--- config.mk ---
export PLATFORM = sky130hd
export DESIGN_NAME = cfg_register_bank_flat
export DESIGN_NICKNAME = d
export VERILOG_FILES = /design/src/rtl/cfg_bank_pkg.sv /design/src/rtl/cfg_register_bank_if.sv /design/src/rtl/cfg_pair_stager.sv /design/src/rtl/cfg_register_bank.sv /design/src/flat_wrapper.sv
export SDC_FILE = /design/constraint.sdc
export NUM_CORES = 1
export LEC_CHECK = 0
export BUFFER_PORTS_ARGS = -buffer_cell sky130_fd_sc_hd__buf_4
export CELL_PAD_IN_SITES_DETAIL_PLACEMENT = 1
export CELL_PAD_IN_SITES_GLOBAL_PLACEMENT = 1
export CORE_MARGIN = 3
export CORE_UTILIZATION = 47
export DETAILED_ROUTE_END_ITERATION = 8
export HOLD_SLACK_MARGIN = 0.12
export PLACE_DENSITY_LB_ADDON = 0.15
export RECOVER_POWER = 25
export SLEW_MARGIN = 20
export SYNTH_ARGS = -nofsm -noshare
export SYNTH_HDL_FRONTEND = slang
export SYNTH_SLANG_ARGS = --single-unit
--- constraint.sdc ---
create_clock -name clk -period 3.7 [get_ports clk]
set_input_delay 0.37 -clock clk [delete_from_list [all_inputs] [get_ports clk]]
set_output_delay 0.37 -clock clk [all_outputs]
set_load 0.1 [all_outputs]
--- src/rtl/cfg_bank_pkg.sv ---
// Shared constants, region typing and address decode for the configuration register bank.
package cfg_bank_pkg;

  localparam logic [7:0] DefaultBaseAddr = 8'h40;

  localparam int unsigned IDX_PWM_PERIOD_H = 0;
  localparam int unsigned IDX_PERIOD_REF_H = 2;
  localparam int unsigned IDX_KP           = 4;
  localparam int unsigned IDX_KI           = 5;
  localparam int unsigned IDX_KDOVR        = 6;

  typedef enum logic [1:0] {
    RegionNone,
    RegionPair,
    RegionRw,
    RegionRo
  } region_e;

  typedef struct packed {
    logic [7:0] idx;
    logic       in_range;
    region_e    region;
  } decode_t;

  // The addr >= base_addr term rejects addresses whose subtraction would wrap.
  function automatic decode_t cfg_decode(input logic [7:0]  addr,
                                         input logic [7:0]  base_addr,
                                         input int unsigned depth,
                                         input int unsigned num_ro,
                                         input int unsigned num_pairs);
    decode_t     d;
    int unsigned idx_u;
    d.idx      = addr - base_addr;
    idx_u      = 32'(d.idx);
    d.in_range = (addr >= base_addr) && (idx_u < depth);
    if (!d.in_range) begin
      d.region = RegionNone;
    end else if (idx_u < 2 * num_pairs) begin
      d.region = RegionPair;
    end else if (idx_u < depth - num_ro) begin
      d.region = RegionRw;
    end else begin
      d.region = RegionRo;
    end
    return d;
  endfunction

endpackage

--- src/rtl/cfg_register_bank_if.sv ---
// Host byte-bus between the address decoder and the configuration register bank.
interface cfg_register_bank_if;

  logic       wr_en;
  logic       rd_en;
  logic [7:0] addr;
  logic [7:0] wdata;
  logic       lock;
  logic [7:0] rdata;
  logic       rd_valid;
  logic       addr_err;

  modport master (
    output wr_en, rd_en, addr, wdata, lock,
    input  rdata, rd_valid, addr_err
  );

  modport slave (
    input  wr_en, rd_en, addr, wdata, lock,
    output rdata, rd_valid, addr_err
  );

endinterface

--- src/rtl/cfg_pair_stager.sv ---
// Holds the high byte of one 16-bit pair until the low-byte write commits both halves.
module cfg_pair_stager (
  input  logic       clk,
  input  logic       rst_n,
  input  logic       wr_i,
  input  logic       odd_i,
  input  logic [7:0] wdata_i,
  output logic [7:0] stage_o,
  output logic       commit_o
);

  logic [7:0] stage_q, stage_d;

  // Staging survives a commit so later low-byte writes reuse the last high byte.
  always_comb begin
    stage_d = stage_q;
    if (wr_i && !odd_i) begin
      stage_d = wdata_i;
    end
  end

  always_ff @(posedge clk or negedge rst_n) begin
    if (!rst_n) begin
      stage_q <= 8'h00;
    end else begin
      stage_q <= stage_d;
    end
  end

  assign stage_o  = stage_q;
  assign commit_o = wr_i && odd_i;

endmodule

--- src/rtl/cfg_register_bank.sv ---
// Host-facing configuration bank: RW config bytes, atomic pairs, RO status, registered reads.
module cfg_register_bank
  import cfg_bank_pkg::*;
#(
  parameter int unsigned                  DEPTH       = 32,
  parameter int unsigned                  NUM_RO      = 4,
  parameter int unsigned                  NUM_PAIRS   = 2,
  parameter logic [7:0]                   BASE_ADDR   = DefaultBaseAddr,
  parameter logic [(DEPTH-NUM_RO)*8-1:0]  RESET_IMAGE = '0
) (
  input  logic                          clk,
  input  logic                          rst_n,
  cfg_register_bank_if.slave            bus,
  input  logic [NUM_RO*8-1:0]           status_in,
  output logic                          cfg_update,
  output logic [(DEPTH-NUM_RO)*8-1:0]   cfg_flat
);

  localparam int unsigned NumRw = DEPTH - NUM_RO;

  decode_t              dec;
  logic                 wr_ok;
  logic [NUM_PAIRS-1:0] pair_wr;
  logic [NUM_PAIRS-1:0] pair_commit;
  logic [7:0]           pair_stage [NUM_PAIRS];

  logic [7:0] rw_q [NumRw];
  logic [7:0] rw_d [NumRw];
  logic [7:0] rdata_q, rdata_d;
  logic       rd_valid_q;
  logic       addr_err_q, addr_err_d;
  logic       cfg_update_q, cfg_update_d;

  assign dec   = cfg_decode(bus.addr, BASE_ADDR, DEPTH, NUM_RO, NUM_PAIRS);
  assign wr_ok = bus.wr_en && dec.in_range && !bus.lock && (dec.region != RegionRo);

  for (genvar p = 0; p < NUM_PAIRS; p++) begin : g_pair
    assign pair_wr[p] = wr_ok && (dec.region == RegionPair) && (dec.idx[7:1] == 7'(p));

    cfg_pair_stager u_stager (
      .clk      (clk),
      .rst_n    (rst_n),
      .wr_i     (pair_wr[p]),
      .odd_i    (dec.idx[0]),
      .wdata_i  (bus.wdata),
      .stage_o  (pair_stage[p]),
      .commit_o (pair_commit[p])
    );
  end

  always_comb begin
    rw_d         = rw_q;
    cfg_update_d = 1'b0;
    if (wr_ok && (dec.region == RegionRw)) begin
      for (int k = 0; k < NumRw; k++) begin
        if (dec.idx == 8'(k)) begin
          rw_d[k]      = bus.wdata;
          cfg_update_d = 1'b1;
        end
      end
    end
    for (int p = 0; p < NUM_PAIRS; p++) begin
      if (pair_commit[p]) begin
        rw_d[2*p]    = pair_stage[p];
        rw_d[2*p+1]  = bus.wdata;
        cfg_update_d = 1'b1;
      end
    end
  end

  // Reads see pre-edge register contents, so a colliding write is not visible yet.
  always_comb begin
    rdata_d = rdata_q;
    if (bus.rd_en) begin
      rdata_d = 8'h00;
      if ((dec.region == RegionRw) || (dec.region == RegionPair)) begin
        for (int k = 0; k < NumRw; k++) begin
          if (dec.idx == 8'(k)) begin
            rdata_d = rw_q[k];
          end
        end
      end else if (dec.region == RegionRo) begin
        for (int k = 0; k < NUM_RO; k++) begin
          if (dec.idx == 8'(NumRw + k)) begin
            rdata_d = status_in[8*k +: 8];
          end
        end
      end
    end
  end

  always_comb begin
    addr_err_d = ((bus.rd_en || bus.wr_en) && !dec.in_range) ||
                 (bus.wr_en && (bus.lock || (dec.region == RegionRo)));
  end

  always_ff @(posedge clk or negedge rst_n) begin
    if (!rst_n) begin
      for (int k = 0; k < NumRw; k++) begin
        rw_q[k] <= RESET_IMAGE[8*k +: 8];
      end
      rdata_q      <= 8'h00;
      rd_valid_q   <= 1'b0;
      addr_err_q   <= 1'b0;
      cfg_update_q <= 1'b0;
    end else begin
      rw_q         <= rw_d;
      rdata_q      <= rdata_d;
      rd_valid_q   <= bus.rd_en;
      addr_err_q   <= addr_err_d;
      cfg_update_q <= cfg_update_d;
    end
  end

  always_comb begin
    cfg_flat = '0;
    for (int k = 0; k < NumRw; k++) begin
      cfg_flat[8*k +: 8] = rw_q[k];
    end
  end

  assign bus.rdata    = rdata_q;
  assign bus.rd_valid = rd_valid_q;
  assign bus.addr_err = addr_err_q;
  assign cfg_update   = cfg_update_q;

endmodule

--- src/flat_wrapper.sv ---
// flat-port wrapper written by rule: the top's interface ports become plain ports
module cfg_register_bank_flat import cfg_bank_pkg::*;
#(
  parameter int unsigned                  DEPTH       = 32,
  parameter int unsigned                  NUM_RO      = 4,
  parameter int unsigned                  NUM_PAIRS   = 2,
  parameter logic [7:0]                   BASE_ADDR   = DefaultBaseAddr,
  parameter logic [(DEPTH-NUM_RO)*8-1:0]  RESET_IMAGE = '0
)
  (clk, rst_n, status_in, cfg_update, cfg_flat, bus_wr_en, bus_rd_en, bus_addr, bus_wdata, bus_lock, bus_rdata, bus_rd_valid, bus_addr_err);
  cfg_register_bank_if bus_i ();
  input  logic clk;
  input  logic rst_n;
  input  logic [NUM_RO*8-1:0] status_in;
  output logic cfg_update;
  output logic [(DEPTH-NUM_RO)*8-1:0] cfg_flat;
  input wire logic [$bits(bus_i.wr_en)-1:0] bus_wr_en;
  input wire logic [$bits(bus_i.rd_en)-1:0] bus_rd_en;
  input wire logic [$bits(bus_i.addr)-1:0] bus_addr;
  input wire logic [$bits(bus_i.wdata)-1:0] bus_wdata;
  input wire logic [$bits(bus_i.lock)-1:0] bus_lock;
  output wire logic [$bits(bus_i.rdata)-1:0] bus_rdata;
  output wire logic [$bits(bus_i.rd_valid)-1:0] bus_rd_valid;
  output wire logic [$bits(bus_i.addr_err)-1:0] bus_addr_err;
  assign bus_i.wr_en = bus_wr_en;
  assign bus_i.rd_en = bus_rd_en;
  assign bus_i.addr = bus_addr;
  assign bus_i.wdata = bus_wdata;
  assign bus_i.lock = bus_lock;
  assign bus_rdata = bus_i.rdata;
  assign bus_rd_valid = bus_i.rd_valid;
  assign bus_addr_err = bus_i.addr_err;
  cfg_register_bank #(.DEPTH(DEPTH), .NUM_RO(NUM_RO), .NUM_PAIRS(NUM_PAIRS), .BASE_ADDR(BASE_ADDR), .RESET_IMAGE(RESET_IMAGE)) u_core (.clk(clk), .rst_n(rst_n), .bus(bus_i), .status_in(status_in), .cfg_update(cfg_update), .cfg_flat(cfg_flat));
endmodule
* Word-level counts from Yosys, hierarchy flattened
Cells that the tools add are included.
** Operators by class
- Equality and inequality tests :: 36
- Bitwise gates (word level) :: 0
- $lt $le $gt $ge :: 4
- Mux-type cells :: 99
- Div/mod/pow operators :: 0
- Shift operators :: 0
- $add $sub $neg :: 1
- Reduce and logical (&&, ||, !) cells :: 57
- Multiply operators :: 0
** Operator list (count)
- $mux 8 :: 62
- $mux 224 :: 1
- $eq 8x5->1 const B :: 16
- $eq 8x4->1 const B :: 8
- $reduce_and 2->1 :: 28
- $eq 8x3->1 const B :: 4
- $mux 1 :: 32
- $mux 16 :: 2
- $eq 8x2->1 const B :: 2
- $logic_and 1x1->1 :: 14
- $reduce_bool 2->1 :: 6
- $eq 8x1->1 const B :: 1
- $ge 8x7->1 const B :: 1
- $logic_not 8->1 :: 1
- $lt 8x3->1 const B :: 1
- $lt 8x5->1 const B :: 1
- $lt 8x6->1 const B :: 1
- $sub 8x7->8 const B :: 1
- $eq 7x1->1 const B :: 1
- $logic_not 7->1 :: 1
- $eq 2x2->1 const B :: 2
- $logic_or 1x1->1 :: 4
- $mux 2 :: 2
- $logic_not 1->1 :: 3
- 2 further kinds :: 2
** Word-level totals
- Memory bits (read-only) :: 0
- RAM bits :: 0
- Register bits :: 251
- Bits of input ports :: 53
- Bits in latches :: 0
- Output and inout bits :: 235
- Logic and storage cells :: 231
- Memories :: 0

* Longest topological paths before layout
- Depth in word-level cells :: 33
- Gate-level depth with buffers :: 15
- Mapped depth without buffers :: 13

* Modules after synthesis
A second synthesis with hierarchy kept.
** Second synthesis, totals
- Cells, all modules :: 954
- Area total of the unflattened synthesis :: 12527.0 um^2
** Modules (own cells, without submodules)
- cfg_register_bank :: seq. area each 5880.6 um^2, cells each 916, times used 1, area each 11821.3 um^2
- cfg_pair_stager :: seq. area each 200.2 um^2, cells each 19, times used 2, area each 352.8 um^2

* Worst setup path before layout
OpenSTA, ideal clock, no wires.
- Kind :: in2reg
- Start point :: input bus_addr[4]
- End point :: register u_core.rw_q (netlist bit u_core.cfg_flat[112])
- Path buffers :: 2
- Arrival time :: 3.344 ns
- Setup time :: 0.126 ns
- Stages :: 11
- Slack :: 0.231 ns
- Required time :: 3.574 ns
- Cells stage by stage :: buf_2 or4_4 o31ai_4 nand2_1 nor2_1 ha_1 nand3_1 or4_1 clkbuf_1 nor2_1 mux2_2
** Between the ends
- Longest elaborated chain between the ends :: 9
- Elaborated cells on any way between the ends :: 17
- Classes of those cells :: add/sub (1); order compare (4); eq/ne (3); mux (3); reduce/logical (6)
** RTL lines
- from (decl) :: RTL line flat_wrapper.sv:19 : input wire logic [$bits(bus_i.addr)-1:0] bus_addr;
- $sub 8x7->8 :: RTL line cfg_bank_pkg.sv:33 : d.idx = addr - base_addr;
- $lt 8x5->1 :: RTL line cfg_bank_pkg.sv:40 : end else if (idx_u < depth - num_ro) begin
- $mux 1 :: RTL line cfg_bank_pkg.sv:40
- $mux 2 :: RTL line cfg_bank_pkg.sv:38 : end else if (idx_u < 2 * num_pairs) begin
- $mux 2 :: RTL line cfg_bank_pkg.sv:36 : if (!d.in_range) begin
- $ne 2x2->1 :: RTL line cfg_register_bank.sv:35 : assign wr_ok = bus.wr_en && dec.in_range && !bus.lock && (dec.region != RegionRo);
- $logic_and 1x1->1 :: RTL line cfg_register_bank.sv:35
- $logic_and 1x1->1 :: RTL line cfg_register_bank.sv:54 : if (wr_ok && (dec.region == RegionRw)) begin
- $reduce_and 2->1 (no line) (*)
- to (signal, indexed assignment) :: RTL line cfg_register_bank.sv:100 : rw_q[k] <= RESET_IMAGE[8*k +: 8];
- to (signal assigned) :: RTL line cfg_register_bank.sv:107 : rw_q <= rw_d;
- to (decl) :: RTL line cfg_register_bank.sv:27 : logic [7:0] rw_q [NumRw];
Every way passes the cells marked *; elsewhere a longest branch is shown, timed or not.
A chain may end at the register's enable or synchronous reset.

* Worst setup path after layout
- Start point :: input bus_addr[4]
- End point :: register u_core.rw_q (netlist bit u_core.cfg_flat[178])
Same word-level chain as after synthesis.

==> results.txt <==
After clock tree synthesis, the clock-pin slew on the worst setup and hold paths is 0.06 ns. For the number of buffers on the longest clock path, the log shows 3. Dividing the detail-routed wire length by the instance count gives 29.4 um. The endpoint of the worst-slack reg-to-reg timing path is u_core.bus.rdata[4]. The count of cells in the finished layout, fillers not included, comes to 1732.

For the count of pins over their slew limit, the log shows 97. The run gives 24900 um as the detailed route wirelength on metal2. Between clock sinks in the finished design, the worst skew comes to 0.0256 ns. The overall die width is 172 um, and the initial antenna violation count is 1. The floorplan step defined a die boundary enclosing 29500 um2. The die is 172 um tall. Category of the critical setup timing path: in -> reg. Routability-driven placement finished with a final weighted congestion of 0.893.

The startpoint identified for the worst register-to-register timing path is u_core.cfg_flat[4]. Setup violations remaining at the end of the flow were counted as 0. After global routing the overflow that remains totals 0.

The worst reg2reg path depth was 7. TritonCTS built the clock tree. Setup repair after global routing left no endpoint under its margin.

Counting stages on the worst path, the most repeated cell is buf_4. The count of input and output buffers is 287. The logs give 0 for the final hold violation count and 1680 for the cell count after placement. The tightest min-delay check is of the in -> reg type. Clock tree synthesis found a total of 251 sinks. The run gives 288 as the count of boundary I/O pins. The tools report the number of optimization iterations in the first detailed-route pass as 5. The highest metal layer carrying signal wires in the routed design is met5. The final period demand of the worst path was 3.14 ns. The total global-route track usage was 34.0%; the via count of the first global-routing pass was 11600.

Root buffer cell: clkbuf_16. Yosys mapped a number of flops with a built-in enable equal to 0. The final setup TNS came out at 0 ns. The final critical path takes up 84.7% of the cycle.

Pin slew with the least headroom to its limit: 2.64 ns. In the layout the commonest cells are buf_4, dfrtp_1, mux2_2. The worst setup path is launched from a primary input. The tools report the deepest level of the CTS H-tree as 1. The async set or reset register ratio after synthesis came out at 100%. The worst hold path passes through 3 cells. The signal on the critical path passes through buf_4 > or4_4 > nand2_1 > nor2_1 > ha_1 > nor3b_1 > nand3_1 > or4_1 > buf_4 > nor2_2 > mux2_2. The run finished, with violations left. The first global-routing pass estimated 75300 um of wire. The worst-case IR drop observed on VDD is 0.263 mV. The detailed router finished its first iteration with 1082 violations.

Most common cell after layout, fill and taps aside: buf_4. Wires add up to 51000 um. From synthesis to final layout, the design area changed by 29.2%.

0 antenna diodes ended up in the layout. The worst pin sits at a relative slew slack of -75.9%. Summing all placed instances gives a cell area of 15600 um2. At the later pin of the worst-skew pair, clock insertion delay measures 0.56 ns. The logs give 4.12 ns for the required time of the critical path and 0 for the DRC violation count after routing. After clock tree synthesis, the repair step resized 0 gates. The run gives 35100 um as the final HPWL from detailed placement. The tools report the capturing element type of the critical path as a flip-flop. The cell with the largest stage delay on the worst path was or4_4. Sequential cells were found to cover 48.7% of the synthesized design area. The largest fanout of any net on the critical path is 8. The maximum number of pins on one net before global-route repair came out at 109.

For this run, the number of Yosys warnings is 0. For hold timing, the worst endpoint is u_core.bus.addr_err. The tools report the leakage power as 8.27 nW. Counting every net in the synthesized netlist gives 1139. The tools report the worst min-delay path startpoint as bus_wr_en. Mean post-synth cell area: 12.0 um2. The final reports fail on max-capacitance violations, max-slew violations.

Fill cells in the final layout number 2738. The maximum cell stage delay along the critical path works out to 0.58 ns. The number of flip-flops and latches in the synthesized netlist is 251. The detailed router put a total of 20100 um of wire on met1.

Dividing the detail-routed via count by the number of cells gives 6.37. The number of nets with antenna violations after detailed routing came out at 0. The endpoint arrival time on the critical path came out at 3.56 ns. The most used flip-flop cell after synthesis is dfrtp_1. In the final layout, the share of cells above drive strength 1 is 48.5%. Across all register-to-register paths, the minimum setup slack is 1.10 ns.

The tools report the number of max-cap violations as 1. Counting the buffers created by CTS gives 27. Across all layers, the routed design uses 11000 vias. For this run, the top clock speed supported by timing is 0.319 GHz. In this run the standard cell core region covers 27000 um2. The floorplan has 60 rows. The final layout contains 1429 nets. The power per unit of standard cell area came out at 383 nW/um2. Number of distinct library cells after synthesis: 73. Synthesis handed over a netlist of 1080 instances. Summed over all nets, wire length on met3 after detailed routing comes to 4340 um.

The initial core utilization was 47.9%; the cell area after layout was 16700 um2. After synthesis the cells add up to 12900 um2.
-- cell families after synthesis --
family / share of synthesized area [%]
muxes: 26.7
DFF: 48.7
and+or+nand+nor: 9.87
AOI/OAI and AO/OA: 11.1
buffers and inverters: 3.05
adders and majority gates: 0.581
-- flip-flops by register name, summed over array words and instances, names as in the netlist --
name / cells
u_core.cfg_flat: 224
u_core.bus.rdata: 8
u_core.cfg_update: 1
u_core.g_pair.u_stager.stage_o: 16
u_core.bus.rd_valid: 1
u_core.bus.addr_err: 1
-- how the worst max path moves through the flow --
stage	start	end	slack (ns)	depth (start not counted)
floorplan	bus_addr[4]	u_core.cfg_flat[112]	0.23	11
global placement	bus_addr[4]	u_core.cfg_flat[183]	0.16	11
detailed placement	bus_addr[4]	u_core.cfg_flat[177]	0.07	11
CTS	bus_addr[4]	u_core.cfg_flat[178]	0.60	11
global route	bus_addr[6]	u_core.cfg_flat[178]	0.37	13
finish	bus_addr[4]	u_core.cfg_flat[178]	0.56	11
-- layout make-up --
cell class,instances,area (um2),area share [%]
Clock buffer,34,752,4.51
Clock inverter,16,269,1.61
Inverter,12,45.0,0.270
Multi-Input combinational cell,732,6240,37.4
Sequential cell,251,6280,37.7
Timing Repair Buffer,346,2660,15.9
Tap cell,341,427,2.56
-- synthesized netlist by cell type, types with 5 or more instances --
cell type / instances / share of area [%]
buf_2: 17 / 0.66
ha_1: 6 / 0.58
nand2_1: 63 / 1.8
buf_1: 10 / 0.29
a211oi_1: 8 / 0.47
nor3_1: 15 / 0.58
o21ai_0: 43 / 1.7
or4_1: 6 / 0.35
a22oi_1: 11 / 0.64
nor3_4: 8 / 1.0
clkbuf_1: 56 / 1.6
nor2_4: 8 / 0.70
nand2b_1: 11 / 0.53
o22ai_1: 19 / 0.92
or3_1: 6 / 0.29
mux2_2: 232 / 20
a21oi_1: 29 / 1.1
nand3_1: 21 / 0.81
a2bb2oi_1: 5 / 0.34
mux2i_1: 40 / 3.1
nor2_1: 45 / 1.3
o31ai_1: 6 / 0.35
a311oi_1: 6 / 0.41
dfrtp_1: 251 / 49
mux4_2: 17 / 3.0
nor2_2: 6 / 0.29
nor2b_1: 7 / 0.34
o211ai_1: 10 / 0.58
mux2_1: 5 / 0.44
a31oi_1: 12 / 0.58
inv_1: 12 / 0.35
-- metrics by stage --
| stage | utilization, % | worst slack (ns) | hold WS, ns | total power, mW |
|---|---|---|---|---|
| after floorplan | - | 0.231 | 0.0744 | 3.06 |
| after global placement | 58.1 | 0.161 | 0.463 | 3.30 |
| after detailed placement | 58.1 | 0.0698 | 0.472 | 3.31 |
| after CTS | 61.9 | 0.602 | 0.158 | 6.39 |
| after global routing | 61.9 | 0.365 | 0.166 | 6.55 |
| final | 61.9 | 0.565 | 0.166 | 6.39 |
-- power by group --
part	internal (mW)	total (mW)	switching, mW
Clock	1.93	3.12	1.20
Combinational	0.145	0.508	0.363
Sequential	2.75	2.76	0.00717
Total	4.82	6.39	1.57
-- metal layers --
| metal | up-vias | global-route usage, % |
|---|---|---|
| met5 | - | 0 |
| met4 | 2 | 10.5 |
| met3 | 116 | 7.38 |
| met2 | 570 | 57.0 |
| met1 | 5747 | 44.5 |
| li1 | 4606 | - |
-- timing repair --
item / in CTS / in global routing
buffers inserted: 0 / 0
hold buffers: 2 / 0
hold endpoints to repair: 97 / 0
-- worst max-delay path: cells and delay by family --
kind,cells,cell delay (ns)
buffers and inverters,2,0.29
adders and majority gates,1,0.21
and+or+nand+nor,7,2.28
muxes,1,0.40
Note: power is estimated with default switching activity, not from simulation.
